**src/rtl/imem_port_arbiter_if.sv**
```systemverilog
// Bus bundle between the instruction ROM arbiter and its two requesters plus the ROM.
// The arbiter takes the slave modport; the requester/ROM side takes master.
interface imem_port_arbiter_if #(
    parameter int ADDR_W = 32,
    parameter int DATA_W = 32
);
    logic              if_req;
    logic [ADDR_W-1:0] if_addr;
    logic              if_gnt;
    logic              if_rvalid;
    logic [DATA_W-1:0] if_rdata;

    logic              dbg_req;
    logic [ADDR_W-1:0] dbg_addr;
    logic              dbg_gnt;
    logic              dbg_rvalid;
    logic [DATA_W-1:0] dbg_rdata;
    logic              dbg_err;

    logic [ADDR_W-1:0] mem_addr;
    logic [DATA_W-1:0] mem_rdata;

    modport slave (
        input  if_req, if_addr, dbg_req, dbg_addr, mem_rdata,
        output if_gnt, if_rvalid, if_rdata,
        output dbg_gnt, dbg_rvalid, dbg_rdata, dbg_err, mem_addr
    );

    modport master (
        output if_req, if_addr, dbg_req, dbg_addr, mem_rdata,
        input  if_gnt, if_rvalid, if_rdata,
        input  dbg_gnt, dbg_rvalid, dbg_rdata, dbg_err, mem_addr
    );
endinterface

```
**src/rtl/imem_port_arbiter.sv**
```systemverilog
// Two-port arbiter (fetch priority, bounded DBG starvation) in front of a combinational ROM.
// Optional performance counters are enabled with `define IMEM_ARB_PERF_EN.
module imem_port_arbiter #(
    parameter int ADDR_W     = 32,
    parameter int DATA_W     = 32,
    parameter int MAX_STREAK = 4,
    parameter int STREAK_W   = 4
) (
    input  logic        clk,
    input  logic        reset,
`ifdef IMEM_ARB_PERF_EN
    output logic [31:0] perf_if_cnt,
    output logic [31:0] perf_dbg_cnt,
    output logic [31:0] perf_force_cnt,
`endif
    imem_port_arbiter_if.slave bus
);

    typedef enum logic [0:0] {
        PRI_IF    = 1'b0,
        FORCE_DBG = 1'b1
    } state_e;

    localparam logic [STREAK_W-1:0] MAX_S     = STREAK_W'(MAX_STREAK);
    localparam logic [ADDR_W-1:0]   WORD_MASK = {{(ADDR_W-2){1'b1}}, 2'b00};

    state_e              state_q, state_d;
    logic [STREAK_W-1:0] streak_q, streak_d;
    logic                if_gnt, dbg_gnt;
    logic [ADDR_W-1:0]   granted_addr;

    logic              if_rvalid_q, if_rvalid_d;
    logic [DATA_W-1:0] if_rdata_q, if_rdata_d;
    logic              dbg_rvalid_q, dbg_rvalid_d;
    logic [DATA_W-1:0] dbg_rdata_q, dbg_rdata_d;
    logic              dbg_err_q, dbg_err_d;

    // NOTE: every always_comb output gets a default first, so no path leaves it unassigned and no latch is inferred.
    always_comb begin
        if_gnt   = 1'b0;
        dbg_gnt  = 1'b0;
        state_d  = state_q;
        streak_d = streak_q;
        case (state_q)
            PRI_IF: begin
                if (bus.if_req) begin
                    if_gnt = 1'b1;
                end else if (bus.dbg_req) begin
                    dbg_gnt = 1'b1;
                end
                if (if_gnt && bus.dbg_req) begin
                    streak_d = streak_q + 1'b1;
                    if (streak_d == MAX_S) begin
                        state_d = FORCE_DBG;
                    end
                end else begin
                    streak_d = '0;
                end
            end
            FORCE_DBG: begin
                // DBG owns this slot; IF only gets it if DBG has gone away.
                if (bus.dbg_req) begin
                    dbg_gnt = 1'b1;
                end else if (bus.if_req) begin
                    if_gnt = 1'b1;
                end
                state_d  = PRI_IF;
                streak_d = '0;
            end
            default: begin
                state_d  = PRI_IF;
                streak_d = '0;
            end
        endcase
    end

    always_comb begin
        granted_addr = '0;
        if (if_gnt) begin
            granted_addr = bus.if_addr;
        end else if (dbg_gnt) begin
            granted_addr = bus.dbg_addr;
        end
    end

    assign bus.if_gnt   = if_gnt;
    assign bus.dbg_gnt  = dbg_gnt;
    assign bus.mem_addr = granted_addr & WORD_MASK;

    always_comb begin
        if_rvalid_d  = if_gnt;
        if_rdata_d   = if_gnt ? bus.mem_rdata : if_rdata_q;
        dbg_rvalid_d = dbg_gnt;
        dbg_rdata_d  = dbg_gnt ? bus.mem_rdata : dbg_rdata_q;
        dbg_err_d    = dbg_gnt && (bus.dbg_addr[1:0] != 2'b00);
    end

`ifdef IMEM_ARB_PERF_EN
    logic [31:0] perf_if_q, perf_if_d;
    logic [31:0] perf_dbg_q, perf_dbg_d;
    logic [31:0] perf_force_q, perf_force_d;
    logic        force_entry;

    assign force_entry = (state_q == PRI_IF) && (state_d == FORCE_DBG);

    always_comb begin
        perf_if_d    = perf_if_q;
        perf_dbg_d   = perf_dbg_q;
        perf_force_d = perf_force_q;
        if (if_gnt && (perf_if_q != '1)) begin
            perf_if_d = perf_if_q + 32'd1;
        end
        if (dbg_gnt && (perf_dbg_q != '1)) begin
            perf_dbg_d = perf_dbg_q + 32'd1;
        end
        if (force_entry && (perf_force_q != '1)) begin
            perf_force_d = perf_force_q + 32'd1;
        end
    end

    always_ff @(posedge clk) begin
        if (reset) begin
            perf_if_q    <= '0;
            perf_dbg_q   <= '0;
            perf_force_q <= '0;
        end else begin
            perf_if_q    <= perf_if_d;
            perf_dbg_q   <= perf_dbg_d;
            perf_force_q <= perf_force_d;
        end
    end

    assign perf_if_cnt    = perf_if_q;
    assign perf_dbg_cnt   = perf_dbg_q;
    assign perf_force_cnt = perf_force_q;
`endif

    // NOTE: state uses non-blocking assignments so every flop samples pre-edge values, independent of statement order.
    always_ff @(posedge clk) begin
        if (reset) begin
            state_q      <= PRI_IF;
            streak_q     <= '0;
            if_rvalid_q  <= 1'b0;
            dbg_rvalid_q <= 1'b0;
            dbg_err_q    <= 1'b0;
            // NOTE: the data registers are reset too because they are visible outputs with defined reset values.
            if_rdata_q   <= '0;
            dbg_rdata_q  <= '0;
        end else begin
            state_q      <= state_d;
            streak_q     <= streak_d;
            if_rvalid_q  <= if_rvalid_d;
            dbg_rvalid_q <= dbg_rvalid_d;
            dbg_err_q    <= dbg_err_d;
            if_rdata_q   <= if_rdata_d;
            dbg_rdata_q  <= dbg_rdata_d;
        end
    end

    assign bus.if_rvalid  = if_rvalid_q;
    assign bus.if_rdata   = if_rdata_q;
    assign bus.dbg_rvalid = dbg_rvalid_q;
    assign bus.dbg_rdata  = dbg_rdata_q;
    assign bus.dbg_err    = dbg_err_q;

endmodule

```
**src/flat_wrapper.sv**
```systemverilog
// flat-port wrapper written by rule: the top's interface ports become plain ports
module imem_port_arbiter_flat 
#(
    parameter int ADDR_W     = 32,
    parameter int DATA_W     = 32,
    parameter int MAX_STREAK = 4,
    parameter int STREAK_W   = 4
)
  (clk, reset, bus_if_req, bus_if_addr, bus_dbg_req, bus_dbg_addr, bus_mem_rdata, bus_if_gnt, bus_if_rvalid, bus_if_rdata, bus_dbg_gnt, bus_dbg_rvalid, bus_dbg_rdata, bus_dbg_err, bus_mem_addr);
  imem_port_arbiter_if #(.ADDR_W(ADDR_W), .DATA_W(DATA_W)) bus_i ();
  input  logic clk;
  input  logic reset;
  input wire logic [$bits(bus_i.if_req)-1:0] bus_if_req;
  input wire logic [$bits(bus_i.if_addr)-1:0] bus_if_addr;
  input wire logic [$bits(bus_i.dbg_req)-1:0] bus_dbg_req;
  input wire logic [$bits(bus_i.dbg_addr)-1:0] bus_dbg_addr;
  input wire logic [$bits(bus_i.mem_rdata)-1:0] bus_mem_rdata;
  output wire logic [$bits(bus_i.if_gnt)-1:0] bus_if_gnt;
  output wire logic [$bits(bus_i.if_rvalid)-1:0] bus_if_rvalid;
  output wire logic [$bits(bus_i.if_rdata)-1:0] bus_if_rdata;
  output wire logic [$bits(bus_i.dbg_gnt)-1:0] bus_dbg_gnt;
  output wire logic [$bits(bus_i.dbg_rvalid)-1:0] bus_dbg_rvalid;
  output wire logic [$bits(bus_i.dbg_rdata)-1:0] bus_dbg_rdata;
  output wire logic [$bits(bus_i.dbg_err)-1:0] bus_dbg_err;
  output wire logic [$bits(bus_i.mem_addr)-1:0] bus_mem_addr;
  assign bus_i.if_req = bus_if_req;
  assign bus_i.if_addr = bus_if_addr;
  assign bus_i.dbg_req = bus_dbg_req;
  assign bus_i.dbg_addr = bus_dbg_addr;
  assign bus_i.mem_rdata = bus_mem_rdata;
  assign bus_if_gnt = bus_i.if_gnt;
  assign bus_if_rvalid = bus_i.if_rvalid;
  assign bus_if_rdata = bus_i.if_rdata;
  assign bus_dbg_gnt = bus_i.dbg_gnt;
  assign bus_dbg_rvalid = bus_i.dbg_rvalid;
  assign bus_dbg_rdata = bus_i.dbg_rdata;
  assign bus_dbg_err = bus_i.dbg_err;
  assign bus_mem_addr = bus_i.mem_addr;
  imem_port_arbiter #(.ADDR_W(ADDR_W), .DATA_W(DATA_W), .MAX_STREAK(MAX_STREAK), .STREAK_W(STREAK_W)) u_core (.clk(clk), .reset(reset), .bus(bus_i));
endmodule
```
**config.mk**
```make
export PLATFORM = sky130hd
export DESIGN_NAME = imem_port_arbiter_flat
export DESIGN_NICKNAME = d
export VERILOG_FILES = /design/src/rtl/imem_port_arbiter_if.sv /design/src/rtl/imem_port_arbiter.sv /design/src/flat_wrapper.sv
export SDC_FILE = /design/constraint.sdc
export NUM_CORES = 1
export LEC_CHECK = 0
export CAP_MARGIN = 5
export CORE_ASPECT_RATIO = 0.5
export CORE_MARGIN = 4
export CORE_UTILIZATION = 36
export DETAILED_ROUTE_END_ITERATION = 8
export PLACE_DENSITY = 0.81
export SYNTH_ARGS = -nofsm -noshare
export SYNTH_HDL_FRONTEND = slang
export SYNTH_SLANG_ARGS = --single-unit
export TNS_END_PERCENT = 5
```
**constraint.sdc**
```tcl
create_clock -name clk -period 1.8 [get_ports clk]
set_clock_uncertainty 0.05 [all_clocks]
set_input_delay 0.36 -clock clk [delete_from_list [all_inputs] [get_ports clk]]
set_output_delay 0.36 -clock clk [all_outputs]
set_load 0.1 [all_outputs]
```
==> run summary <==
status: complete, but fails checks
violated checks: setup timing
DR vias/cell: 5.72
Nets: 655
reg2reg end: u_core.bus.if_rdata[30]
DR WL/cell: 24.1 um
Top Family by Delay on Critical Path: buffers and inverters
iteration-0 DRC count of the detailed router: 376
PD cells: 895 mW/mm^2
most common cell in the netlist: dfxtp_1
length in cells of the worst reg-to-reg path: 7
Hold WS: 0.442 ns
Tightest Hold Check Type: register to register
first-pass GRT wire length: 23900 um
Max-Cap Viols: 0
fillers: 373
area of the core: 0.00806 sq mm
crit-path cells: buf_4 > a21bo_4 > inv_8 > a22o_2 > buf_12
Setup CP Type: register to output pin
slowest stage delay, CP: 0.35 ns
data arrival time of the critical path: 1.63 ns
Area Overhead vs Synth: 123%
required time of the critical path: 1.39 ns
Cell Area, Synth: 0.00300 sq mm
Tcrit/Tclk final: 113%
first drt pass iteration count: 6
Port-buffer cells: 196
critical path endpoint category: output pin
io pins: 201
Netlist cell types: 28
yosys warns: 0
pin count of the biggest net entering global routing: 39
Die Height: 72.6 um
gpl congestion: 0.844
Post-Syn Instances: 354
Leak: 2.68 nW
CP Max Fanout: 16
total CTS buffers: 9
Setup crit start kind: register
asr flop ratio synth: 0%
ratio of cells with drive above 1 in the final layout: 33.9%
gr ovfl total: 0
Die Width: 137 um
worst vdd ir: 0.580 mV
Final HPWL DP: 9200 um
top post-synthesis cells by area: dfxtp_1 (48%), a21oi_1 (9.0%), a22o_1 (8.8%)
worst skew pair latency: 0.35 ns
Max clock buf depth: 2
H-tree levels: 3
Final ANT Viol Nets: 0
drt total wl: 16200 um
flops & latches, synth: 72
Post-Syn Area per Cell: 8.48 sq um
sequential share of the synthesized area: 48.0%
pre-CTS setup slack: -0.426 ns
area leader, netlist: dfxtp_1
count of final setup violators: 31
worst hold stages: 2
Synth Flop Type: dfxtp_1
CTS tree: done
most frequent cells after synthesis: dfxtp_1 (72), nand2_1 (64), a21oi_1 (54)
starting density of the core: 37.3%
worst hold path endpoint: u_core.bus.if_rdata[12]
CTS sink cnt: 72
clk slew on worst S/H paths: 0.06 ns
Slowest cell on crit path: dfxtp_4
launching point of the worst reg2reg path: u_core.state_q
minimum clock period: 2.04 ns
vias: 3835
R2R setup slack: 0.07 ns
hold_sp: u_core.bus.if_rdata[12]
row count: 23
Slew Limit Fails: 0
vias in the first global route: 3978
overall routing resource usage: 32.5%
final hold vios: 0
final worst slack: -0.235 ns
fmax: 491 MHz
EDFF count, synth: 0
drc violations: 0
initial antenna violation count: 2
total power: 5.99 mW
crit path buf inv count: 3
RSZ-0062 raised after global routing: true
CTS root buf: clkbuf_16
Yosys top cell area share: 48.0%
die area: 0.00996 sq mm
## cell families (layout without fill, tap and decap cells)
kind of cell | count (synthesis) | after routing | share of synthesized area [%]
and+or+nand+nor | 110 | 110 | 15.8
AOI/OAI and AO/OA | 127 | 127 | 26.3
adders and majority gates | 2 | 2 | 0.833
buffers and inverters | 40 | 242 | 8.37
xor gates and xnor gates | 2 | 2 | 0.583
DFF | 72 | 72 | 48.0
other | 1 | 4 | 0.125
## worst reg2reg max path: stages (launching register included)
cell and delay, ns:
dfxtp_4 0.35, buf_4 0.15, a21bo_4 0.29, inv_8 0.14, buf_4 0.14, buf_4 0.17, nand2_1 0.08, a21oi_1 0.25
## through the flow
stage                     area, sq um  setup TNS, ns  utilization [%]  cells
after detailed placement         6110         -23.54             75.8    646
after global placement           6110         -16.43             75.8    646
final                            6690          -6.81             83.0    671
after floorplan                  3040          -2.66                -    355
after CTS                        6660          -5.67             82.6    669
after global routing             6690          -7.28             83.0    671
## worst max path at each step
stage	startpoint	endpoint	slack [ns]	cells past startpoint
2_1_floorplan	bus_dbg_req	bus_mem_addr[31]	-0.21	5
3_3_place_gp	bus_if_req	bus_mem_addr[31]	-0.37	5
3_5_place_dp	bus_if_req	bus_mem_addr[3]	-0.43	5
4_1_cts	u_core.state_q	bus_mem_addr[31]	-0.20	5
5_1_grt	u_core.state_q	bus_mem_addr[25]	-0.25	6
6_report	u_core.state_q	bus_mem_addr[15]	-0.24	5
## cell type report
cell class                      instances  area [sq um]  share of cell area (%)
Clock inverter                          4          77.6                    1.16
Tap cell                              112           140                    2.10
Antenna cell                            2          5.00                  0.0749
Timing Repair Buffer                  221          3220                    48.1
Inverter                                4          27.5                   0.412
Sequential cell                        72          1450                    21.6
Clock buffer                           11           253                    3.78
Multi-Input combinational cell        243          1500                    22.4
Timing Repair inverter                  2          20.0                   0.299
## metal layers
metal	track usage, %	wire length (um)	vias to the layer above
met2	56.6	8080	296
li1	-	-	1639
met1	34.1	5530	1797
met3	10.2	1420	103
met5	0	0	-
met4	22.0	1170	0
## state kept, by name (all words and copies together), names as in the netlist
signal	flops
u_core.streak_q	4
u_core.bus.if_rdata	32
u_core.bus.dbg_err	1
u_core.bus.dbg_rvalid	1
u_core.bus.if_rvalid	1
u_core.bus.dbg_rdata	32
u_core.state_q	1
## repair_timing
item,4_1_cts,5_1_grt
setup endpoints to repair,32,33
gates cloned,3,0
setup buffers,5,0
pin swaps,12,1
resized for setup,29,4
hold buffers,0,0
## layout by cell type, fill, tap and decap left out, drive strengths merged
| cell | Yosys | layout |
|---|---|---|
| a22o | 30 | 30 |
| clkinv | 0 | 2 |
| ha | 2 | 2 |
| nor2b | 1 | 1 |
| xnor2 | 1 | 1 |
| o21ai | 32 | 32 |
| a21bo | 1 | 1 |
| inv | 4 | 6 |
| nor2 | 7 | 7 |
| diode | 0 | 2 |
| xor2 | 1 | 1 |
| nand4bb | 1 | 1 |
| nand2b | 1 | 1 |
| nand3 | 33 | 33 |
| conb | 1 | 2 |
| nand2 | 65 | 65 |
| buf | 30 | 125 |
| clkdlybuf4s50 | 0 | 94 |
| clkbuf | 6 | 11 |
| bufinv | 0 | 2 |
| and3 | 1 | 1 |
| dlygate4sd2 | 0 | 2 |
| a21oi | 64 | 64 |
| dfxtp | 72 | 72 |
| nor3 | 1 | 1 |
## power by group
part	internal (mW)	switching, mW	leakage, nW	total (mW)
clock network	1.29	0.735	0.162	2.02
registers	1.67	0.0868	0.592	1.76
logic	0.841	1.37	1.93	2.21
Power figures use the tool's default switching activity.
